**src/rtl/instruction_memory.sv**
```systemverilog
// Word-organised instruction store for the IF stage, with built-in default program and program-load port.
// Define IMEM_FAULT_EN to add the combinational `fault` output (misaligned or out-of-range pc).
module instruction_memory #(
    parameter int unsigned DEPTH  = 64,
    parameter int unsigned ADDR_W = 32
) (
    input  logic              clk,
    input  logic              reset,
    input  logic [ADDR_W-1:0] pc,
    input  logic              prog_we,
    input  logic [ADDR_W-1:0] prog_addr,
    input  logic [31:0]       prog_wdata,
    output logic [31:0]       instruction
`ifdef IMEM_FAULT_EN
    ,
    output logic              fault
`endif
);

    localparam int unsigned IDX_W = $clog2(DEPTH);

    localparam logic [31:0] DEFAULT_IMAGE [DEPTH] = '{
        0: 32'h20080005,
        1: 32'h2009000A,
        2: 32'h01095020,
        3: 32'h01285822,
        4: 32'hAC0A0000,
        5: 32'h8C0C0000,
        6: 32'h08000000,
        default: 32'h00000000
    };

    // The declaration value gives the default program at power-up, before any reset.
    logic [31:0] mem_q [DEPTH] = DEFAULT_IMAGE;
    logic [31:0] mem_d [DEPTH];

    logic [IDX_W-1:0] rd_idx;
    logic [IDX_W-1:0] wr_idx;
    logic             rd_in_range;
    logic             wr_in_range;

    assign rd_idx      = pc[IDX_W+1:2];
    assign wr_idx      = prog_addr[IDX_W+1:2];
    assign rd_in_range = (pc[ADDR_W-1:IDX_W+2] == '0);
    assign wr_in_range = (prog_addr[ADDR_W-1:IDX_W+2] == '0);

    always_comb begin
        mem_d = mem_q;
        if (reset) begin
            mem_d = DEFAULT_IMAGE;
        end else if (prog_we && wr_in_range) begin
            mem_d[wr_idx] = prog_wdata;
        end
    end

    always_ff @(posedge clk) begin
        mem_q <= mem_d;
    end

    assign instruction = rd_in_range ? mem_q[rd_idx] : '0;

`ifdef IMEM_FAULT_EN
    assign fault = (pc[1:0] != 2'b00) || !rd_in_range;
`endif

    logic unused_addr_lsbs;
    assign unused_addr_lsbs = ^{pc[1:0], prog_addr[1:0]};

endmodule

```
**config.mk**
```make
export PLATFORM = sky130hd
export DESIGN_NAME = instruction_memory
export DESIGN_NICKNAME = d
export VERILOG_FILES = /design/src/rtl/instruction_memory.sv
export SDC_FILE = /design/constraint.sdc
export NUM_CORES = 2
export LEC_CHECK = 0
export CAP_MARGIN = 10
export CELL_PAD_IN_SITES_DETAIL_PLACEMENT = 0
export CELL_PAD_IN_SITES_GLOBAL_PLACEMENT = 1
export CORE_ASPECT_RATIO = 0.8
export CORE_MARGIN = 2
export CORE_UTILIZATION = 25
export CTS_BUF_LIST = sky130_fd_sc_hd__clkbuf_4 sky130_fd_sc_hd__clkbuf_8
export DETAILED_ROUTE_END_ITERATION = 7
export GPL_ROUTABILITY_DRIVEN = 0
export GPL_TIMING_DRIVEN = 0
export PLACE_DENSITY_LB_ADDON = 0.1
export RECOVER_POWER = 100
export SLEW_MARGIN = 20
export SYNTH_ARGS = -nofsm -noshare
export SYNTH_HDL_FRONTEND = slang
export SYNTH_SLANG_ARGS = --single-unit
```
**constraint.sdc**
```tcl
create_clock -name clk -period 3.7 [get_ports clk]
set_input_delay 0.74 -clock clk [delete_from_list [all_inputs] [get_ports clk]]
set_output_delay 0.74 -clock clk [all_outputs]
set_load 0.01 [all_outputs]
```
==> results.py <==
metrics = {
    "clock_network": {
        "root_buffer": "clkbuf_8",
        "clkSinkCount": 2048,
        "numCtsBuffers": 377,
        "clk_pin_slew_ns": 0.07,
        "clock_latency_ns": 1.09,
        "holdBufCountCts": 0,
        "h-tree-depth": 5,
        "clock_path_buffers": 4,
        "cts_tree": "done",
    },
    "timing": {
        "setup_ws_ns": -0.8488,
        "worstMarginPinSlew_ns": 1.761,
        "hold_viol": 0,
        "fin_crit_ns": 4.549,
        "finalClockSkew_ns": 0,
        "fin_tns_setup_ns": -593.43,
        "finalCritPeriodShare": 1.229,
        "final-setup-viol-count": 1980,
        "fmax_mhz": 219.8,
        "relSlewSlack": -0.1773,
        "rsz0062_at_grt": "true",
        "finalMaxSlewViolations": 14,
        "worst_hold_slack_ns": 0.1832,
    },
    "floorplan": {
        "die_h_um": 539.0,
        "core_mm2": 0.3563,
        "die_w_um": 672.8,
        "start_util": 0.2510,
        "ios": 131,
        "placementRows": 196,
        "dieArea_mm2": 0.3626,
    },
    "min_path": {
        "hold_start": "prog_wdata[31]",
        "hold_path_class": "in -> reg",
    },
    "drt": {
        "wl_per_cell_um": 39.83,
        "antenna_left": 0,
        "firstDrtPassIters": 8,
        "drc": 0,
        "num_vias": 92280,
        "drt_iter0_markers": 13140,
        "viasPerCell": 5.590,
        "routed_wl_um": 657500,
    },
    "layout": {
        "largest_reg_flops": 2048,
        "n_fill_cell": 37070,
        "top_register": "mem_q",
        "final_cell_area_mm2": 0.1156,
        "final_cells": 16510,
        "reg.largest.list": "mem_q: 2048 flops",
        "drive_above_1_share": 0.2271,
        "area_delta_synth_final_pct": 29.21,
        "multi_input_area_mm2": 0.04606,
        "seq_area_mm2": 0.04100,
        "fin_nets": 11550,
    },
    "run_status": {
        "violations": "capacitance limit, slew limit, setup timing",
        "outcome": "complete, but fails checks",
    },
    "worst_setup_path": {
        "start_kind": "input pin",
        "cp-end-kind": "output pin",
        "startpoint": "pc[2]",
        "crit_path_max_fanout": 7,
        "r2r-start": "mem_q[766]",
        "critical_path_arrival_ns": 3.81,
        "criticalPathCategory": "in -> out",
        "crit_required_ns": 2.96,
    },
    "synth": {
        "yosysSeqAreaShare": 0.4584,
        "netlist_instances": 10510,
        "yosys_register_bits": 2048,
        "avgSynthCellArea_um2": 8.512,
        "syn_area_mm2": 0.08945,
        "synthFlopType": "dfxtp_1",
        "synth_fp_nets": 10610,
        "yosys_warnings": 0,
        "synthArstFlopShare": 0,
        "ys_types": 61,
        "synth-edff-count": 0,
    },
    "global_routing": {
        "grt-ovfl-total": 0,
        "grt_pass1_vias": 83460,
        "grt_use_total": 0.3498,
        "grt_max_degree": 16,
        "antenna_found_initial": 98,
        "grt_pass1_wl_um": 839000,
    },
    "placed_design": {
        "placed_cells": 15400,
        "dp_hpwl_um": 462800,
        "portBuffers": 90,
        "place_area_mm2": 0.09739,
    },
    "pwr": {
        "ir_worst_vdd_mv": 0.2670,
        "p_per_area_mw_per_mm2": 445.6,
        "p_leak_nw": 38.58,
        "total_power_mw": 51.50,
    },
    "run": {
        "max_cap_viol_count": 1,
    },
}
==> cells in the mapped netlist (all sizes together) (4+ instances only) <==
master / count / area [um2]
nor2b: 8 / 50.05
nand2: 4202 / 15770
dlygate4sd1: 8 / 70.07
nor3: 16 / 80.08
mux2i: 146 / 1461
clkbuf: 501 / 1881
o22ai: 27 / 168.9
nand3b: 37 / 277.8
buf: 549 / 2923
and2: 8 / 50.05
and3: 5 / 31.28
nand4: 69 / 446.7
mux4: 531 / 11960
nand2b: 7 / 43.79
o221ai: 11 / 96.34
mux2: 19 / 214.0
or3: 6 / 37.54
nor2: 32 / 120.1
a32oi: 25 / 219.0
a31oi: 4 / 25.02
o21ai: 23 / 115.1
dfxtp: 2048 / 41000
a21oi: 2034 / 10180
a211oi: 7 / 52.55
nor4: 78 / 1433
nand3: 33 / 170.2
a22oi: 21 / 157.7
or2: 12 / 75.08
==> layout by cell type, fill, tap and decap left out, types with 55 or more instances in the layout <==
master and instances:
dfxtp_1 2046, buf_2 382, a21oi_1 2024, buf_16 126
nand4_1 68, nand2_1 4181, buf_4 289, mux2i_4 80
buf_6 79, mux4_2 531, nor4_4 64, clkbuf_4 151
buf_12 150, clkbuf_1 455, clkbuf_8 476, clkdlybuf4s50_1 55
==> timing repair <==
| item | CTS | global route |
|---|---|---|
| gates resized for setup | 1180 | 137 |
| pin swaps | 77 | 66 |
| hold endpoints to repair | 0 | 0 |
| setup endpoints to repair | 106 | 123 |
| buffers inserted | 329 | 98 |
| cloned | 9 | 2 |
==> final cells by class <==
cell class / count / area share
Timing Repair Buffer: 568 / 0.06170
Antenna cell: 44 / 0.0009527
Sequential cell: 2048 / 0.3548
Clock buffer: 613 / 0.06526
Clock inverter: 26 / 0.002273
Inverter: 4 / 0.0003681
Tap cell: 4752 / 0.05144
Multi-Input combinational cell: 7398 / 0.3985
Buffer: 1055 / 0.06473
==> critical path: stages <==
cell	delay [ns]
buf_16	0.12
buf_16	0.15
buf_16	0.17
buf_16	0.21
buf_16	0.20
buf_12	0.16
mux2i_4	0.47
nor2_2	0.08
or3_4	0.44
nand4_1	0.49
o21ai_4	0.22
buf_6	0.18
==> final timing paths <==
check                                       to  slack, ns  cells after the start
worst max-delay path            instruction[1]      -0.85                     12
worst min-delay path                mem_q[127]       0.18                      3
worst max register to register      mem_q[766]       2.91                      2
worst min register to register     mem_q[1421]       0.45                      2
==> per-stage QoR <==
step / setup slack [ns] / utilization
after detailed placement: -5.055 / 0.2733
final: -0.8488 / 0.3244
after CTS: -0.6575 / 0.3200
after global placement: -6.478 / 0.2702
after floorplan: 0.2932 / -
after global routing: -0.6947 / 0.3241
==> metal layers <==
layer	GRT usage	routed length (um)
met1	0.4736	270700
met2	0.4693	252500
met3	0.1302	87420
met4	0.2035	46680
met5	0	161
==> where the power goes <==
part	internal (mW)	switching, mW
registers	22.1	0.00000000828
logic	1.58	3.98
clock network	13.0	10.9
==> logic make-up (layout without fill, tap and decap cells) <==
logic type	Yosys count	in the layout	share of synthesized area
and+or+nand+nor	4523	4523	0.2088
other	0	44	0
muxes	696	696	0.1524
buffers and inverters	1062	2266	0.05465
AOI/OAI and AO/OA	2179	2179	0.1257
DFF	2048	2048	0.4584
Note: power is estimated with default switching activity, not from simulation.
